<file path="src/rtl/glyph_fetch.sv">
// glyph_fetch: pixel-pipeline stage between the VGA sync generator and the
// RGB pins of the clock display. For each scanned pixel it decides which
// character slot is under the beam (six time digits or one symbol), puts that
// slot's code on Value, takes the glyph y-offset back on PointY, forms the
// font-ROM address, then turns the returned ROM bit into a colour. Sync
// signals are delayed so they stay aligned with rgb (2 pixel_ticks).
//
// Ports:
//   clk, rst_n              clock, asynchronous active-low reset
//   pixel_tick              pixel enable; every register advances only on it
//   video_on                visible-area flag
//   pixel_x, pixel_y        current scan position
//   hsync_in, vsync_in      undelayed syncs
//   digit_codes             six 4-bit digit codes, slot k = [4k+3:4k]
//   sym_code                symbol code
//   Value                   active slot code, 15 when no slot (combinational)
//   PointY                  glyph y-offset from the pointer table (combinational)
//   digit_addr, digit_bit   digit ROM address (registered) / data (1 clk later)
//   sym_addr, sym_bit       symbol ROM address (registered) / data (1 clk later)
//   rgb                     pixel colour
//   hsync_out, vsync_out    syncs delayed 2 pixel_ticks
//
// Handshake: there is no valid/ready flow control. pixel_tick acts as a
// single-cycle enable; data presented while pixel_tick=0 is ignored and all
// state holds.
module glyph_fetch #(
  parameter int          X0      = 160,
  parameter int          Y0      = 210,
  parameter int          DIGIT_W = 40,
  parameter int          DIGIT_H = 60,
  parameter int          GAP     = 8,
  parameter int          SYM_X   = 480,
  parameter int          SYM_Y   = 230,
  parameter int          SYM_W   = 48,
  parameter int          SYM_H   = 20,
  parameter logic [7:0]  FG_RGB  = 8'hFF,
  parameter logic [7:0]  SYM_RGB = 8'h1C,
  parameter logic [7:0]  BG_RGB  = 8'h00
) (
  input  logic        clk,
  input  logic        rst_n,
  input  logic        pixel_tick,
  input  logic        video_on,
  input  logic [9:0]  pixel_x,
  input  logic [9:0]  pixel_y,
  input  logic        hsync_in,
  input  logic        vsync_in,
  input  logic [23:0] digit_codes,
  input  logic [3:0]  sym_code,
  output logic [3:0]  Value,
  input  logic [9:0]  PointY,
  output logic [14:0] digit_addr,
  input  logic        digit_bit,
  output logic [10:0] sym_addr,
  input  logic        sym_bit,
  output logic [7:0]  rgb,
  output logic        hsync_out,
  output logic        vsync_out
);

  localparam int PITCH = DIGIT_W + GAP;

  typedef enum logic [1:0] {
    KIND_NONE  = 2'd0,
    KIND_DIGIT = 2'd1,
    KIND_SYM   = 2'd2
  } kind_t;

  // Stage 0: slot decode (combinational)
  kind_t       hit_kind;
  logic [9:0]  col;
  logic [9:0]  row;
  logic [10:0] row_sum;

  always_comb begin
    logic [9:0] left;
    logic       digit_row;
    hit_kind = KIND_NONE;
    Value    = 4'd15;
    col      = '0;
    row      = '0;
    left     = '0;
    // Compare in 11 bits so a slot ending near the right edge cannot wrap.
    digit_row = ({1'b0, pixel_y} >= 11'(Y0)) &&
                ({1'b0, pixel_y} <  11'(Y0 + DIGIT_H));
    for (int k = 0; k < 6; k++) begin
      left = 10'(X0 + k * PITCH);
      if (digit_row &&
          ({1'b0, pixel_x} >= {1'b0, left}) &&
          ({1'b0, pixel_x} <  {1'b0, left} + 11'(DIGIT_W))) begin
        hit_kind = KIND_DIGIT;
        Value    = digit_codes[4*k +: 4];
        col      = pixel_x - left;
        row      = pixel_y - 10'(Y0);
      end
    end
    if (({1'b0, pixel_x} >= 11'(SYM_X)) && ({1'b0, pixel_x} < 11'(SYM_X + SYM_W)) &&
        ({1'b0, pixel_y} >= 11'(SYM_Y)) && ({1'b0, pixel_y} < 11'(SYM_Y + SYM_H))) begin
      hit_kind = KIND_SYM;
      Value    = sym_code;
      col      = pixel_x - 10'(SYM_X);
      row      = pixel_y - 10'(SYM_Y);
    end
  end

  // Glyph line = table offset plus row inside the slot; 11 bits holds the
  // largest PointY plus any row without wrap.
  assign row_sum = {1'b0, PointY} + {1'b0, row};

  // Stage 1 / stage 2 pipeline registers
  kind_t s1_kind;
  logic  s1_video;
  logic  s1_hsync;
  logic  s1_vsync;

  always_ff @(posedge clk or negedge rst_n) begin
    if (!rst_n) begin
      s1_kind    <= KIND_NONE;
      s1_video   <= 1'b0;
      s1_hsync   <= 1'b1;
      s1_vsync   <= 1'b1;
      digit_addr <= '0;
      sym_addr   <= '0;
      rgb        <= '0;
      hsync_out  <= 1'b1;
      vsync_out  <= 1'b1;
    end else if (pixel_tick) begin
      // Stage 1: the product is formed at full width and only the final sum
      // is cut to the ROM address width. Each address holds when its slot
      // kind is not hit, so the ROM output stays stable over background.
      if (hit_kind == KIND_DIGIT)
        digit_addr <= 15'(20'(row_sum) * 20'(DIGIT_W) + 20'(col));
      if (hit_kind == KIND_SYM)
        sym_addr <= 11'(20'(row_sum) * 20'(SYM_W) + 20'(col));
      s1_kind  <= hit_kind;
      s1_video <= video_on;
      s1_hsync <= hsync_in;
      s1_vsync <= vsync_in;

      // Stage 2: ROM bits belong to the addresses registered one tick ago.
      if (!s1_video)
        rgb <= 8'h00;
      else begin
        case (s1_kind)
          KIND_DIGIT: rgb <= digit_bit ? FG_RGB  : BG_RGB;
          KIND_SYM:   rgb <= sym_bit   ? SYM_RGB : BG_RGB;
          default:    rgb <= BG_RGB;
        endcase
      end
      hsync_out <= s1_hsync;
      vsync_out <= s1_vsync;
    end
  end

endmodule

</file>
<file path="config.mk">
export PLATFORM = sky130hd
export DESIGN_NAME = glyph_fetch
export DESIGN_NICKNAME = d
export VERILOG_FILES = /design/src/rtl/glyph_fetch.sv
export SDC_FILE = /design/constraint.sdc
export NUM_CORES = 1
export LEC_CHECK = 0
export BUFFER_PORTS_ARGS = -buffer_cell sky130_fd_sc_hd__buf_2
export CAP_MARGIN = 20
export CORE_UTILIZATION = 44
export CTS_BUF_LIST = sky130_fd_sc_hd__clkbuf_8
export DETAILED_ROUTE_END_ITERATION = 10
export PLACE_DENSITY = 0.67
export SLEW_MARGIN = 25
export SYNTH_ARGS = -nofsm -noshare
export SYNTH_HDL_FRONTEND = slang
export SYNTH_SLANG_ARGS = --single-unit
</file>
<file path="constraint.sdc">
create_clock -name clk -period 3.9 [get_ports clk]
set_input_delay 0.195 -clock clk [delete_from_list [all_inputs] [get_ports clk]]
set_output_delay 0.195 -clock clk [all_outputs]
set_load 0.1 [all_outputs]
</file>
==> results of run 1 <==
[kinds of logic (layout without fill, tap and decap cells)]
logic type | after synthesis | count (layout) | synth area share
AO/OA/AOI/OAI | 169 | 169 | 0.253
AND/OR/NAND/NOR | 149 | 149 | 0.163
adder cells (fa/ha/maj) | 70 | 70 | 0.201
buffers and inverters | 50 | 313 | 0.0517
XOR/XNOR | 42 | 42 | 0.0899
flip-flops | 35 | 35 | 0.194
multiplexers | 18 | 18 | 0.0481
[synth_stat cells, drive strengths merged (10+ instances only)]
master,n,area share
o21ai,39,0.048
inv,23,0.019
xnor2,24,0.046
mux2,16,0.044
a21o,15,0.025
xor2,15,0.029
a21oi,39,0.043
nand3,17,0.019
nor2,26,0.021
dfrtp,31,0.17
buf,14,0.022
nor3,11,0.012
ha,65,0.18
o22ai,10,0.014
clkbuf,13,0.011
nand2,58,0.048
[layer usage]
metal	vias to the layer above	part of all wire	wire, µm	track usage
met5	-	0	0	0
met4	0	0.049	823	0.133
met3	68	0.046	779	0.0220
met2	232	0.49	8360	0.537
met1	2541	0.41	6970	0.350
li1	2480	-	-	-
[area by class of cell]
type | count | area share
Multi-Input combinational cell | 448 | 0.564
Timing Repair Buffer | 282 | 0.264
Sequential cell | 35 | 0.121
Tap cell | 133 | 0.0228
Inverter | 23 | 0.0144
Clock buffer | 6 | 0.0113
Clock inverter | 2 | 0.00223
[through the flow]
step,setup slack (ns),instances
floorplan,-1.40,533
global placement,-1.55,898
detailed placement,-1.70,898
CTS,-1.25,923
global route,-1.61,929
finish,-1.28,929
[flip-flops by register name, indices dropped and copies added (netlist names)]
name        cells
digit_addr     15
sym_addr       11
rgb             2
s1_kind         2
hsync_out       1
s1_hsync        1
s1_video        1
s1_vsync        1
vsync_out       1
[worst paths after layout]
check / startpoint / end / slack [ns]
hold reg to reg: digit_addr[8] / digit_addr[8] / 0.49
hold / removal: vsync_in / s1_vsync / 0.13
min in group asynchronous: rst_n / digit_addr[4] / 0.52
setup reg to reg: s1_kind[0] / rgb[4] / 2.82
max in group asynchronous: rst_n / digit_addr[13] / 2.88
setup / recovery: pixel_x[5] / digit_addr[14] / -1.28
[where the power goes]
group	total (W)	leakage, nW	switching [W]	internal (W)
clock	0.000287	0.0474	0.000143	0.000144
combinational	0.00188	3.12	0.00118	0.000707
sequential	0.000480	0.455	0.0000392	0.000441
total	0.00265	3.62	0.00136	0.00129
[worst max-delay path, stage by stage]
cell and delay (ns):
buf_8 0.08, clkinvlp_4 0.13, buf_4 0.17, ha_2 0.20
a41oi_4 0.21, o22ai_2 0.12, o41ai_4 0.36, buf_4 0.21
nor2_2 0.05, buf_4 0.13, a22oi_1 0.13, o211ai_1 0.18
ha_1 0.35, nand2_1 0.10, o211ai_1 0.26, nand2_1 0.12
xnor2_1 0.25, ha_1 0.29, ha_1 0.39, nand3_1 0.17
o2111ai_2 0.22, xor2_1 0.21, nand2_1 0.13, nor4b_4 0.33
xnor3_1 0.28, o21ai_1 0.14
[timing repair]
action / 4_1_cts / 5_1_grt
hold buffers: 1 / 0
setup endpoints to repair: 14 / 14
hold endpoints to repair: 25 / 0
setup buffers: 16 / 8
gates resized for setup: 49 / 52
pin swaps: 53 / 50
==> reports/metrics.cfg, run 1 <==
[job]
maxCapViolCount = 0

[timing]
worst_pin_slew_ns = 0.785
max_slew_margin = 0.477
hold_viol = 0
rsz0062_at_grt = yes
finalSetupTns_ns = -9.01
final.setup_skew_ns = 0.000716
slew_violations = 0
setup-violations-final = 12
fin_hold_ws_ns = 0.134
fin_crit_sh = 1.33
timing.final.crit_period_ns = 5.18
fmax_ghz = 0.193
fin_ws_ns = -1.28

[place]
dp_hpwl_um = 12000
placed_area_um2 = 6480
port_buffers = 105
gp_congestion = 0.961

[yosys]
yosysWarnings = 0
ys_ff_latch = 35
synthDistinctLibCells = 71
synth_fp_nets = 669
ys_seq_area_frac = 0.194
netlist_area_um2 = 4550
ys_async_sr_fraction = 1.00
ys.flop_type = dfrtp_1
syn-instance-count = 533
postSynthAreaPerCell_um2 = 8.54
synth_edf_count = 0

[global_route]
overflow = 0
grt.total_usage = 0.294
antenna_found_initial = 0
grt_pass1_wl_um = 25700
grt_pass1_vias = 5414
grt_max_degree = 36

[power]
p_total_w = 0.00265
ir_drop_mv = 0.459
power_density_nw_per_um2 = 363
power_leakage_nw = 3.62

[status]
run_status = finished, violations left
violations = setup timing

[die]
initial_core_util = 0.459
core-area_um2 = 9910
die_x_um = 104
rows = 36
die_area_um2 = 10800
ios = 106
die_h_um = 104

[clock_network]
cts_tree = built
cts_inserted_buffers = 5
htreeDepth = 2
cts_buffer_depth = 2
cts_sinks = 35
root_buffer = clkbuf_8
path_clk_slew_ns = 0.07
clk_latency_ns = 0.29

[layout]
final.fill_count = 724
multi_input_area_um2 = 4120
antennaDiodeCount = 0
utilization = 0.736
final_cell_mix = buf_4, buf_2, nand2_1, ha_1, dfrtp_1
syn2layout_area_growth_pct = 60.4
seq_area_um2 = 881
final_common_cell = buf_4
layout.nets = 931
drive_gt1_frac = 0.533
fin_area_um2 = 7300

[critical_path]
worstSetupPathType = input pin to flip-flop
crit_path_start_kind = input pin
worstPathRequired_ns = 4.12
worst-path-max-fanout = 5
worstRegToRegCells = 3
endpoint_kind = flip-flop
worstPathArrival_ns = 5.40

[route]
vias = 5321
drt-pass1-iter-count = 7
vias_per_cell = 5.73
drc = 0
drt_wl_total_um = 16900
wl_per_cell_um = 18.2
drtIter0Drc = 300
antenna_left = 0

[hold_path]
hold_class = input pin to flip-flop
min_path_cells = 2

No activity file was read; power rests on OpenSTA's default activity.
==> inputs of run 2 (changes only) <==
--- a/config.mk
+++ b/config.mk
@@ -11,6 +11,7 @@
 export CTS_BUF_LIST = sky130_fd_sc_hd__clkbuf_8
 export DETAILED_ROUTE_END_ITERATION = 10
 export PLACE_DENSITY = 0.67
+export SKIP_LAST_GASP = 1
 export SLEW_MARGIN = 25
 export SYNTH_ARGS = -nofsm -noshare
 export SYNTH_HDL_FRONTEND = slang
==> constraint.sdc (replaced) <==
create_clock -name clk -period 3.9 [get_ports clk]
set_input_delay 0.195 -clock clk [delete_from_list [all_inputs] [get_ports clk]]
set_output_delay 0.195 -clock clk [all_outputs]
set_load 0.05 [all_outputs]
==> reports/metrics.cfg, run 2 (synthesized netlist as in run 1, its figures left out) <==
[die]
rows = 36  ; unchanged
die_x_um = 104  ; unchanged
ios = 106  ; unchanged
die_h_um = 104  ; unchanged
initial_core_util = 0.459  ; unchanged
die_area_um2 = 10800  ; unchanged
core-area_um2 = 9910  ; unchanged

[route]
vias = 5296  ; -0.47%
antenna_left = 0  ; unchanged
wl_per_cell_um = 18.2  ; -0.33%
drt_wl_total_um = 17000  ; about the same
vias_per_cell = 5.68  ; -0.90%
drtIter0Drc = 323  ; +7.7%
drc = 0  ; unchanged
drt-pass1-iter-count = 5  ; -2

[power]
pwr-share-comb = 0.675  ; -0.035
intPower_w = 0.00130  ; +0.32%
seqPwrFrac = 0.203  ; +0.022
clock_power_share = 0.122  ; +0.014
swShare = 0.453  ; -0.0593
ir_drop_mv = 0.362  ; -21%
power_density_nw_per_um2 = 323  ; -11%
p_sw_w = 0.00107  ; -21%
power_leakage_nw = 3.64  ; +0.43%

[place]
gp_congestion = 0.961  ; unchanged
port_buffers = 105  ; unchanged
placed_area_um2 = 6480  ; unchanged
dp_hpwl_um = 12000  ; unchanged
dp.cells = 898  ; unchanged
place_ws_ns = -1.70  ; unchanged

[timing]
fmax_ghz = 0.191  ; -1.2%
hold_viol = 0  ; unchanged
setup-violations-final = 12  ; unchanged
rsz0062_at_grt = yes
fin_crit_sh = 1.34  ; +0.0160
slew_violations = 0  ; unchanged
final.setup_skew_ns = 0.00246  ; +0.00175 ns
max_slew_margin = 0.481  ; +0.00438
finalSetupTns_ns = -9.34  ; -0.321 ns
worst_pin_slew_ns = 0.779  ; -0.00657 ns
timing.final.crit_period_ns = 5.24  ; +0.0623 ns
fin_ws_ns = -1.34  ; -0.0623 ns

[layout]
final.fill_count = 710  ; -1.9%
layout.nets = 935  ; +0.43%
final_cell_mix = buf_4, buf_2, nand2_1, ha_1, dfrtp_1
drive_gt1_frac = 0.538  ; +0.00484
utilization = 0.740  ; +0.00379
final_common_cell = buf_4
syn2layout_area_growth_pct = 61.2
reg_top3 = digit_addr: 15 flops, sym_addr: 11 flops
top_register = digit_addr
largest_reg_flops = 15  ; unchanged
stdcell_count = 933  ; +0.43%
fin_area_um2 = 7340  ; +0.51%
antennaDiodeCount = 0  ; unchanged

[critical_path]
worstPathRequired_ns = 4.11  ; about the same
worst-path-max-fanout = 5  ; unchanged
path_common_cell = a21o_1
worstSetupPathType = input pin to flip-flop
slowest_stage = o41ai_4
endpoint_kind = flip-flop
crit_path_start_kind = input pin
slowest_delay_ns = 0.41  ; +0.02 ns
worstPathArrival_ns = 5.45  ; +0.05 ns

[clock_network]
cts_sinks = 35  ; unchanged
cts_buffer_depth = 2  ; unchanged
root_buffer = clkbuf_8
path_clk_slew_ns = 0.08  ; about the same
cts_tree = built
cts_inserted_buffers = 5  ; unchanged
htreeDepth = 2  ; unchanged
clk_latency_ns = 0.30  ; about the same

[status]
run_status = finished, violations left
violations = setup timing

[global_route]
grt.total_usage = 0.291  ; -0.00270
overflow = 0  ; unchanged
antenna_found_initial = 0  ; unchanged
grt_max_degree = 36  ; unchanged
grt_pass1_wl_um = 25500  ; -0.86%
grt_pass1_vias = 5370  ; -0.81%

[job]
maxCapViolCount = 0  ; unchanged

[hold_path]
hold_class = input pin to flip-flop

-- run 2: cell count changes in the layout (fill, tap and decap cells not counted) --
cell,delta
nand2_1,-1
a21oi_2,+1
o21ai_1,+1
nand2_2,+1
buf_4,+4
ha_4,+1
o21ai_0,-1
ha_1,-1
a21oi_4,-1
-- run 2: what timing repair did --
| item | CTS | global route |
|---|---|---|
| resized for setup | 47 | 58 |
| setup endpoints to repair | 14 | 14 |
| cloned | 0 | 0 |
| buffers inserted | 16 | 13 |
| hold endpoints to repair | 25 | 0 |
| hold buffers | 1 | 0 |
| pin swaps | 53 | 60 |
-- run 2: final timing paths --
path	startpoint	to	slack [ns]	cells after the start
min	vsync_in	s1_vsync	0.13	2
min in group asynchronous	rst_n	digit_addr[6]	0.51	2
min reg2reg	digit_addr[8]	digit_addr[8]	0.49	2
max	pixel_x[5]	digit_addr[14]	-1.34	27
max reg2reg	s1_kind[0]	rgb[4]	2.77	3
max in group asynchronous	rst_n	sym_addr[5]	2.89	2
-- run 2: per-stage QoR --
step | hold WS [ns] | total power, W
floorplan | -0.101 | 0.00129
global placement | 0.296 | 0.00171
detailed placement | 0.316 | 0.00175
CTS | 0.127 | 0.00217
global route | 0.128 | 0.00249
finish | 0.130 | 0.00237
-- run 2: critical path, delay by kind of cell --
family,cells,cell delay (ns)
AO/OA/AOI/OAI,12,2.38
XOR/XNOR,3,0.78
adder cells (fa/ha/maj),5,1.20
buffers and inverters,4,0.47
AND/OR/NAND/NOR,3,0.41
-- run 2: final cells by class --
cell class | instances | area [µm²] | area share
clock buffers | 6 | 82.6 | 0.0113
inverters | 23 | 105 | 0.0143
well taps | 133 | 166 | 0.0227
flip-flops and latches | 35 | 881 | 0.120
multi-input cells | 448 | 4130 | 0.562
clock inverters | 2 | 16.3 | 0.00222
repair buffers | 286 | 1960 | 0.267
-- run 2: power groups by stage --
| stage | registers [W] | clock network [W] | logic [W] |
|---|---|---|---|
| 2_1_floorplan | 0.000737 | 0 | 0.000556 |
| 3_3_place_gp | 0.000481 | 0 | 0.00123 |
| 3_5_place_dp | 0.000484 | 0 | 0.00127 |
| 4_1_cts | 0.000478 | 0.000290 | 0.00140 |
| 5_1_grt | 0.000489 | 0.000308 | 0.00169 |
| 6_report | 0.000481 | 0.000289 | 0.00160 |
-- run 2: per-layer routing --
layer	up-vias	GRT usage	part of all wire	wire length (µm)
li1	2488	-	-	-
met1	2566	0.349	0.42	7050
met2	183	0.531	0.50	8520
met3	59	0.0201	0.036	611
met4	0	0.131	0.045	767
met5	-	0	0	0
==> inputs of run 3 (changes only) <==
--- a/config.mk
+++ b/config.mk
@@ -11,6 +11,7 @@
 export CTS_BUF_LIST = sky130_fd_sc_hd__clkbuf_8
 export DETAILED_ROUTE_END_ITERATION = 10
 export PLACE_DENSITY = 0.67
+export REMOVE_ABC_BUFFERS = 1
 export SKIP_LAST_GASP = 1
 export SLEW_MARGIN = 25
 export SYNTH_ARGS = -nofsm -noshare
==> reports/metrics.cfg, run 3 (synthesized netlist as in run 1, its figures left out) <==
[critical_path]
worstPathArrival_ns = 5.32  ; -0.13 ns
worst-path-max-fanout = 4  ; -1
worstSetupPathType = input pin to flip-flop
path_common_cell = a21o_1
critPathBufInv = 3  ; -1
slowest_stage = fa_1
slowest_delay_ns = 0.55  ; +0.14 ns
crit_path_start_kind = input pin
cpLargestDelayFamily = compound AO/OA/AOI/OAI gates
endpoint_kind = flip-flop
worstPathRequired_ns = 4.10  ; about the same

[job]
maxCapViolCount = 0  ; unchanged

[die]
initial_core_util = 0.459  ; unchanged
rows = 36  ; unchanged
die_h_um = 104  ; unchanged
die_x_um = 104  ; unchanged
ios = 106  ; unchanged
core-area_um2 = 9910  ; unchanged
die_area_um2 = 10800  ; unchanged

[layout]
antennaDiodeCount = 0  ; unchanged
syn2layout_area_growth_pct = 63.5
layout.nets = 950  ; +1.6%
reg_top3 = digit_addr: 15 flops, sym_addr: 11 flops
drive_gt1_frac = 0.531  ; -0.00621
top_register = digit_addr
final_common_cell = buf_4
final_cell_mix = buf_4, buf_2, nand2_1, ha_1, dfrtp_1
largest_reg_flops = 15  ; unchanged
final.fill_count = 714  ; +0.56%
utilization = 0.751  ; +0.0105

[timing]
worst_pin_slew_ns = 0.746  ; -0.0324 ns
fmax_ghz = 0.195  ; +2.4%
final.setup_skew_ns = 0.00537  ; +0.00290 ns
hold_viol = 0  ; unchanged
fin_ws_ns = -1.22  ; +0.123 ns
slew_violations = 0  ; unchanged
max_slew_margin = 0.503  ; +0.0216
setup-violations-final = 12  ; unchanged
fin_crit_sh = 1.31  ; -0.0317
rsz0062_at_grt = yes
timing.final.crit_period_ns = 5.12  ; -0.123 ns
finalSetupTns_ns = -8.96  ; +0.379 ns

[clock_network]
htreeDepth = 2  ; unchanged
clk_latency_ns = 0.28  ; -0.02 ns
cts_buffer_depth = 2  ; unchanged
cts_sinks = 35  ; unchanged
cts_inserted_buffers = 5  ; unchanged
root_buffer = clkbuf_8
cts_tree = built
path_clk_slew_ns = 0.07  ; about the same

[hold_path]
hold_class = input pin to flip-flop

[power]
pwr-share-comb = 0.669  ; -0.006
seqPwrFrac = 0.196  ; -0.007
ir_drop_mv = 0.344  ; -4.8%
power_density_nw_per_um2 = 331  ; +2.6%
p_total_w = 0.00247  ; +4.0%
intPower_w = 0.00138  ; +6.8%
power_leakage_nw = 3.71  ; +1.9%
p_sw_w = 0.00108  ; +0.69%
swShare = 0.439  ; -0.0146
clock_power_share = 0.136  ; +0.014

[place]
place_ws_ns = -1.78  ; -0.0755 ns
dp_hpwl_um = 11300  ; -5.7%
gp_congestion = 0.969  ; +0.90%
port_buffers = 105  ; unchanged

[route]
wl_met1_um = 6940  ; -1.5%
antenna_left = 0  ; unchanged
vias = 5383  ; +1.6%
drc = 0  ; unchanged
met2_length_um = 8340  ; -2.2%
vias_per_cell = 5.68  ; about the same
drtIter0Drc = 376  ; +16%
drt_wl_total_um = 16800  ; -0.74%
topRoutingLayerUsed = met4
wl_met3_um = 935  ; +53%
drt-pass1-iter-count = 6  ; +1
wl_per_cell_um = 17.7  ; -2.3%

[status]
run_status = finished, violations left
violations = setup timing

[global_route]
grt_max_degree = 36  ; unchanged
antenna_found_initial = 0  ; unchanged
overflow = 0  ; unchanged
grt_pass1_wl_um = 24400  ; -4.3%
grt.total_usage = 0.274  ; -0.0173
grt_pass1_vias = 5265  ; -2.0%

[run 3: layout make-up]
class / count / area, µm² / share of cell area
clock buffer: 6 / 82.6 / 0.0111
clock inverter: 2 / 35.0 / 0.00471
inverter: 23 / 104 / 0.0140
multi-input combinational: 448 / 4080 / 0.548
sequential: 35 / 881 / 0.118
tap: 133 / 166 / 0.0224
timing repair buffer: 301 / 2090 / 0.282
[run 3: per-layer routing]
| layer | track usage | up-vias |
|---|---|---|
| met1 | 0.363 | 2579 |
| met4 | 0.0990 | 0 |
| li1 | - | 2521 |
| met5 | 0 | - |
| met3 | 0.0170 | 51 |
| met2 | 0.470 | 232 |
[run 3: power by group through the flow]
stage                     registers (W)  clock network, W  logic, W
after floorplan                0.000739                 0  0.000491
after global placement         0.000483                 0   0.00118
after detailed placement       0.000488                 0   0.00121
after CTS                      0.000482          0.000341   0.00140
after global routing           0.000493          0.000357   0.00173
final                          0.000482          0.000334   0.00165
[run 3: what timing repair did]
item,4_1_cts,5_1_grt
hold buffers,1,0
pin swaps,73,50
setup endpoints to repair,14,14
setup buffers,22,19
hold endpoints to repair,24,0
gates resized for setup,81,73
[run 3: final timing paths]
path,slack (ns),start,endpoint,cells past startpoint
worst min register to register,0.47,digit_addr[5],digit_addr[5],2
worst max register to register,2.85,s1_kind[0],rgb[4],3
worst max-delay path,-1.22,pixel_x[4],digit_addr[14],25
worst min-delay path,0.14,video_on,s1_video,2
max in group asynchronous,2.90,rst_n,sym_addr[2],2
min in group asynchronous,0.51,rst_n,digit_addr[6],2
[run 3: through the flow]
| stage | cell area [µm²] | instances | hold slack [ns] |
|---|---|---|---|
| floorplan | 4400 | 506 | -0.101 |
| global placement | 6290 | 904 | 0.295 |
| detailed placement | 6290 | 904 | 0.303 |
| CTS | 6960 | 933 | 0.133 |
| global route | 7440 | 948 | 0.134 |
| finish | 7440 | 948 | 0.144 |
